[src/rtl/cmp_window_pkg.sv]
// Shared types and constant helpers for the multi-channel window comparator.
package cmp_window_pkg;

   typedef enum logic [1:0] {
      IDLE  = 2'd0,
      PEND  = 2'd1,
      ALARM = 2'd2
   } cmp_state_e;

   function automatic logic [63:0] thr_min(input int width, input bit sgn);
      return sgn ? (64'd1 << (width - 1)) : 64'd0;
   endfunction

   function automatic logic [63:0] thr_max(input int width, input bit sgn);
      return sgn ? ({64{1'b1}} >> (65 - width)) : ({64{1'b1}} >> (64 - width));
   endfunction

   function automatic int cnt_w(input int debounce);
      return $clog2(debounce + 1);
   endfunction

endpackage

[src/rtl/cmp_window_monitor_if.sv]
// Sample, threshold-programming and result signals of the window comparator.
interface cmp_window_monitor_if #(
   parameter int WIDTH    = 4,
   parameter int CHANNELS = 4
);
   logic                      in_valid;
   logic [CHANNELS*WIDTH-1:0] in_data;
   logic                      cfg_load;
   logic [WIDTH-1:0]          lo_thr;
   logic [WIDTH-1:0]          hi_thr;
   logic                      clear;
   logic                      out_valid;
   logic [CHANNELS-1:0]       below;
   logic [CHANNELS-1:0]       above;
   logic [CHANNELS-1:0]       alarm;

   modport master (
      output in_valid, in_data, cfg_load, lo_thr, hi_thr, clear,
      input  out_valid, below, above, alarm
   );

   modport slave (
      input  in_valid, in_data, cfg_load, lo_thr, hi_thr, clear,
      output out_valid, below, above, alarm
   );
endinterface

[src/rtl/cmp_window_chan.sv]
// One comparator channel: window compare, debounce counter/FSM, flag and alarm registers.
// CMP_WINDOW_STICKY_EN makes the alarm hold until clear or reset.
module cmp_window_chan
   import cmp_window_pkg::*;
#(
   parameter int WIDTH    = 4,
   parameter int DEBOUNCE = 3,
   parameter int SIGNED   = 0
) (
   input  logic             clk,
   input  logic             rst_n,
   input  logic             valid_i,
   input  logic             clear_i,
   input  logic [WIDTH-1:0] sample_i,
   input  logic [WIDTH-1:0] lo_i,
   input  logic [WIDTH-1:0] hi_i,
   output logic             below_o,
   output logic             above_o,
   output logic             alarm_o
);
   localparam int            CW      = cnt_w(DEBOUNCE);
   localparam logic [CW-1:0] CNT_MAX = CW'(DEBOUNCE);

   cmp_state_e    state_q, state_d;
   logic [CW-1:0] cnt_q, cnt_d, cnt_base;
   logic          below_q, below_d, above_q, above_d, alarm_q, alarm_d;
   logic          lt_lo, gt_hi;

   always_comb begin
      if (SIGNED != 0) begin
         lt_lo = $signed(sample_i) < $signed(lo_i);
         gt_hi = $signed(sample_i) > $signed(hi_i);
      end else begin
         lt_lo = sample_i < lo_i;
         gt_hi = sample_i > hi_i;
      end
   end

   // clear is applied first so a same-cycle sample is evaluated from IDLE
   always_comb begin
      state_d  = clear_i ? IDLE : state_q;
      cnt_base = clear_i ? '0 : cnt_q;
      cnt_d    = cnt_base;
      below_d  = below_q;
      above_d  = above_q;
      if (valid_i) begin
         below_d = lt_lo;
         above_d = gt_hi;
         if (lt_lo || gt_hi) begin
            if (cnt_base != CNT_MAX) cnt_d = cnt_base + CW'(1);
            state_d = (cnt_d == CNT_MAX) ? ALARM : PEND;
         end else begin
            cnt_d   = '0;
            state_d = IDLE;
         end
      end
`ifdef CMP_WINDOW_STICKY_EN
      alarm_d = (state_d == ALARM) || (alarm_q && !clear_i);
`else
      alarm_d = (state_d == ALARM);
`endif
   end

   always_ff @(posedge clk or negedge rst_n) begin
      if (!rst_n) begin
         state_q <= IDLE;
         cnt_q   <= '0;
         below_q <= 1'b0;
         above_q <= 1'b0;
         alarm_q <= 1'b0;
      end else begin
         state_q <= state_d;
         cnt_q   <= cnt_d;
         below_q <= below_d;
         above_q <= above_d;
         alarm_q <= alarm_d;
      end
   end

   assign below_o = below_q;
   assign above_o = above_q;
   assign alarm_o = alarm_q;
endmodule

[src/rtl/cmp_window_monitor.sv]
// Multi-channel window comparator with debounced per-channel alarms; shared threshold registers.
// Define CMP_WINDOW_STICKY_EN for alarms that hold until clear or reset.
module cmp_window_monitor
   import cmp_window_pkg::*;
#(
   parameter int WIDTH    = 4,
   parameter int CHANNELS = 4,
   parameter int DEBOUNCE = 3,
   parameter int SIGNED   = 0
) (
   input logic                clk,
   input logic                rst_n,
   cmp_window_monitor_if.slave bus
);
   // Reset window spans the whole range so nothing is out-of-window before programming
   localparam logic [WIDTH-1:0] LO_INIT = WIDTH'(thr_min(WIDTH, SIGNED != 0));
   localparam logic [WIDTH-1:0] HI_INIT = WIDTH'(thr_max(WIDTH, SIGNED != 0));

   logic [WIDTH-1:0]    lo_q, lo_d, hi_q, hi_d;
   logic                out_valid_q;
   logic [CHANNELS-1:0] below_w, above_w, alarm_w;

   always_comb begin
      lo_d = lo_q;
      hi_d = hi_q;
      if (bus.cfg_load) begin
         lo_d = bus.lo_thr;
         hi_d = bus.hi_thr;
      end
   end

   always_ff @(posedge clk or negedge rst_n) begin
      if (!rst_n) begin
         lo_q        <= LO_INIT;
         hi_q        <= HI_INIT;
         out_valid_q <= 1'b0;
      end else begin
         lo_q        <= lo_d;
         hi_q        <= hi_d;
         out_valid_q <= bus.in_valid;
      end
   end

   for (genvar c = 0; c < CHANNELS; c++) begin : g_chan
      cmp_window_chan #(
         .WIDTH   (WIDTH),
         .DEBOUNCE(DEBOUNCE),
         .SIGNED  (SIGNED)
      ) u_chan (
         .clk     (clk),
         .rst_n   (rst_n),
         .valid_i (bus.in_valid),
         .clear_i (bus.clear),
         .sample_i(bus.in_data[c*WIDTH +: WIDTH]),
         .lo_i    (lo_q),
         .hi_i    (hi_q),
         .below_o (below_w[c]),
         .above_o (above_w[c]),
         .alarm_o (alarm_w[c])
      );
   end

   assign bus.out_valid = out_valid_q;
   assign bus.below     = below_w;
   assign bus.above     = above_w;
   assign bus.alarm     = alarm_w;
endmodule

[src/flat_wrapper.sv]
// flat-port wrapper written by rule: the top's interface ports become plain ports
module cmp_window_monitor_flat import cmp_window_pkg::*;
#(
   parameter int WIDTH    = 4,
   parameter int CHANNELS = 4,
   parameter int DEBOUNCE = 3,
   parameter int SIGNED   = 0
)
  (clk, rst_n, bus_in_valid, bus_in_data, bus_cfg_load, bus_lo_thr, bus_hi_thr, bus_clear, bus_out_valid, bus_below, bus_above, bus_alarm);
  cmp_window_monitor_if #(.WIDTH(WIDTH), .CHANNELS(CHANNELS)) bus_i ();
  input logic clk;
  input logic rst_n;
  input wire logic [$bits(bus_i.in_valid)-1:0] bus_in_valid;
  input wire logic [$bits(bus_i.in_data)-1:0] bus_in_data;
  input wire logic [$bits(bus_i.cfg_load)-1:0] bus_cfg_load;
  input wire logic [$bits(bus_i.lo_thr)-1:0] bus_lo_thr;
  input wire logic [$bits(bus_i.hi_thr)-1:0] bus_hi_thr;
  input wire logic [$bits(bus_i.clear)-1:0] bus_clear;
  output wire logic [$bits(bus_i.out_valid)-1:0] bus_out_valid;
  output wire logic [$bits(bus_i.below)-1:0] bus_below;
  output wire logic [$bits(bus_i.above)-1:0] bus_above;
  output wire logic [$bits(bus_i.alarm)-1:0] bus_alarm;
  assign bus_i.in_valid = bus_in_valid;
  assign bus_i.in_data = bus_in_data;
  assign bus_i.cfg_load = bus_cfg_load;
  assign bus_i.lo_thr = bus_lo_thr;
  assign bus_i.hi_thr = bus_hi_thr;
  assign bus_i.clear = bus_clear;
  assign bus_out_valid = bus_i.out_valid;
  assign bus_below = bus_i.below;
  assign bus_above = bus_i.above;
  assign bus_alarm = bus_i.alarm;
  cmp_window_monitor #(.WIDTH(WIDTH), .CHANNELS(CHANNELS), .DEBOUNCE(DEBOUNCE), .SIGNED(SIGNED)) u_core (.clk(clk), .rst_n(rst_n), .bus(bus_i));
endmodule
[config.mk]
export PLATFORM = sky130hd
export DESIGN_NAME = cmp_window_monitor_flat
export DESIGN_NICKNAME = d
export VERILOG_FILES = /design/src/rtl/cmp_window_pkg.sv /design/src/rtl/cmp_window_monitor_if.sv /design/src/rtl/cmp_window_chan.sv /design/src/rtl/cmp_window_monitor.sv /design/src/flat_wrapper.sv
export SDC_FILE = /design/constraint.sdc
export NUM_CORES = 1
export LEC_CHECK = 0
export ABC_CLOCK_PERIOD_IN_PS = 2950
export BUFFER_PORTS_ARGS = -buffer_cell sky130_fd_sc_hd__buf_4
export CELL_PAD_IN_SITES_DETAIL_PLACEMENT = 1
export CELL_PAD_IN_SITES_GLOBAL_PLACEMENT = 1
export CORE_ASPECT_RATIO = 0.9
export CORE_UTILIZATION = 47
export CTS_CLUSTER_DIAMETER = 40
export DETAILED_ROUTE_END_ITERATION = 8
export HOLD_SLACK_MARGIN = 0.08
export PLACE_DENSITY_LB_ADDON = 0.1
export SETUP_SLACK_MARGIN = 0.15
export SYNTH_ARGS = -nofsm -noshare
export SYNTH_HDL_FRONTEND = slang
export SYNTH_SLANG_ARGS = --single-unit
[constraint.sdc]
create_clock -name clk -period 2.95 [get_ports clk]
set_clock_uncertainty 0.1 [all_clocks]
set_input_delay 0.1475 -clock clk [delete_from_list [all_inputs] [get_ports clk]]
set_output_delay 0.1475 -clock clk [all_outputs]
set_load 0.005 [all_outputs]
==> out/qor.csv <==
metric,value,unit
run status,finished clean,
Buffers on Ports,41,
vias after detailed routing,1941,
TritonCTS clock tree,yes,
critical path class,in -> reg,
share of cells above drive strength 1,0.241,
Synth Area in Compound Gates,0.217,
clock sinks,37,
Hold Path Class,in -> reg,
Tightest Pin Transition,515,ps
initial antenna violation count,0,
Tot Pwr,1.39,mW
mux contribution to synthesized area,0.0258,
final instance area,2970,sq um
Peak VDD IR,0.264,mV
Rows,24,
Layout Utilization,0.606,
R2R Path End,u_core.g_chan[2].u_chan.cnt_q[1]$_DFF_PN0_,
HP Start,bus_in_valid,
max_slew headroom,0.657,
crit path cell chain,dlygate4sd3_1 -> buf_4 -> nand2_1 -> dlygate4sd3_1 -> o21ai_0 -> dlygate4sd3_1,
WP buf/inv,4,
CP required,3020,ps
Top-Level Pins,42,
final wirelength,5950,um
Top delay family on crit path,buffers and inverters,
most common flop cell mapped by yosys,dfrtp_1,
Final ANT Viol Nets,0,
# diodes,0,
RSZ-0062 raised after global routing,false,
crit start category,input port,
Worst Hold End,u_core.bus.out_valid$_DFF_PN0_,
Syn Area/Cell,10.1,sq um
sequential area share after synthesis,0.384,
Cell variety after synth,25,
DPL Wire Length,4080,um
Pins Over Slew Limit,0,
FF-to-FF Start,u_core.hi_q[3]$_DFFE_PN1P_,
CP endpoint kind,register,
Fmax achieved,489,MHz
# fillers,564,
Post-Synth Simple-Gate Area,0.158,
first-pass GRT wire length,10000,um
final hold vios,0,
chip height,70.2,um
CP dominant cell by count,dlygate4sd3_1,
flop2flop setup slack,1080,ps
synthesis-stage register bit count,37,
vias per cell,5.47,
maximum clock path buffer count,2,
period utilization,0.693,
Residual DRC,0,
Cell Pwr Density,470,nW/um^2
wire per inst,16.8,um
Lkg Pwr,1.32,nW
remaining global-route overflow,0,
Synth Area in Adders,0.144,
H-tree levels,2,
"commonest non-fill, non-tap cell in the layout",buf_4,
# resized after CTS,0,
core area,4890,sq um
CP Data Arrival Time,2120,ps
highest-delay cell along the critical path,dlygate4sd3_1,
chip width,77.7,um
Final min period,2040,ps
Mapped Cells,241,
largest net degree at the start of global routing,43,
largest family of logic cells by synthesized area,compound AO/OA/AOI/OAI gates,
clk slew on worst S/H paths,80,ps
Starting DRT DRC Count,74,
endpoints failing setup,0,
number of global-route vias before repair,2072,
Worst path max stage delay,570,ps
Detailed Routing Iterations Pass 1,4,
P&R area growth vs syn,22.3,%
die area,5450,sq um
Clock Latency Late Sink,280,ps
"commonest cells after routing, fill and taps aside","buf_4 (41), dfrtp_1 (33), ha_1 (28)",
syn_nets,298,
placed cell areas,2700,sq um
setup_tns,0,ps
GPL Wtd Cong,0.781,
number of flops mapped to enable cells by yosys,0,
xor and xnor fraction of the mapped netlist area,0,
post-synthesis cell area,2430,sq um
TritonCTS buffer count,5,
Initial Utilization,0.496,
max_cap viols,0,
CP Max Fanout,1,
CTS root buf,clkbuf_8,
Cells on Worst Hold Path,1,
async set-reset flop share out of synthesis,1.00,
Worst Reg2Reg Path Length in Cells,6,
Final #Nets,346,
GRT Overall Usage,0.238,
Syn. warnings,0,
==> cell usage after synthesis (8+ instances only) <==
library cell | n | area (sq um)
a211oi_2 | 8 | 100
a21oi_1 | 20 | 100
buf_4 | 12 | 90.1
dfrtp_1 | 33 | 826
ha_1 | 28 | 350
inv_1 | 14 | 52.6
nand2_1 | 14 | 52.6
nand2b_1 | 8 | 50.1
nor2_1 | 20 | 75.1
nor2b_1 | 13 | 81.3
o21ai_0 | 18 | 90.1
==> what timing repair did <==
| action | 4_1_cts | 5_1_grt |
|---|---|---|
| hold buffers | 19 | 0 |
| setup buffers | 0 | 0 |
| endpoints found under the hold margin | 41 | 0 |
==> where the power goes <==
part | leakage [nW] | internal, mW | switching (mW)
combinational | 0.829 | 0.211 | 0.223
clock | 0.0450 | 0.164 | 0.182
sequential | 0.449 | 0.574 | 0.0404
total | 1.32 | 0.949 | 0.445
==> layout make-up <==
class                      count  area, sq um  share of cell area
sequential                    37          931               0.314
clock inverter                 2         10.0             0.00337
multi-input combinational    171         1320               0.446
inverter                      14         52.6              0.0177
timing repair buffer          60          498               0.168
tap                           65         81.3              0.0274
clock buffer                   6         72.6              0.0245
==> flip-flops by register name (all words and copies together), names as in the netlist <==
| name | count |
|---|---|
| u_core.bus.out_valid | 1 |
| u_core.hi_q | 4 |
| u_core.g_chan.u_chan.cnt_q | 8 |
| u_core.lo_q | 4 |
| u_core.g_chan.u_chan.below_o | 4 |
| u_core.g_chan.u_chan.state_q | 8 |
| u_core.g_chan.u_chan.alarm_o | 4 |
| u_core.g_chan.u_chan.above_o | 4 |
==> routing by layer <==
metal / global-route usage / vias up / share of wire
li1: - / 934 / -
met1: 0.295 / 964 / 0.45
met3: 0.0497 / 8 / 0.030
met2: 0.417 / 35 / 0.51
met4: 0.0692 / 0 / 0.015
met5: 0 / - / 0
==> per-stage QoR <==
step	cells	hold slack, ps	setup slack, ps
2_1_floorplan	241	-248	1280
3_3_place_gp	328	51.0	1130
3_5_place_dp	328	55.0	1100
4_1_cts	355	94.3	1020
5_1_grt	355	107	848
6_report	355	92.2	905
==> worst max path at each step <==
stage | start | slack (ps) | end | depth (start not counted)
floorplan | u_core.hi_q[3]$_DFFE_PN1P_ | 1280 | u_core.g_chan[0].u_chan.alarm_o$_DFF_PN0_ | 5
global placement | u_core.hi_q[1]$_DFFE_PN1P_ | 1130 | u_core.g_chan[3].u_chan.state_q[1]$_DFF_PN0_ | 6
detailed placement | u_core.hi_q[1]$_DFFE_PN1P_ | 1100 | u_core.g_chan[2].u_chan.above_o$_DFFE_PN0P_ | 6
CTS | bus_lo_thr[2] | 1020 | u_core.lo_q[2]$_DFFE_PN0P_ | 6
global route | bus_lo_thr[1] | 850 | u_core.lo_q[1]$_DFFE_PN0P_ | 6
finish | bus_lo_thr[1] | 910 | u_core.lo_q[1]$_DFFE_PN0P_ | 6
==> cells by family (layout without fill, tap and decap cells) <==
family / after synthesis / after routing
mux: 6 / 6
flops: 37 / 37
buf+inv: 33 / 82
compound gates: 66 / 66
fa+ha+maj: 28 / 28
simple gates: 71 / 71
No activity file was read; power rests on OpenSTA's default activity.
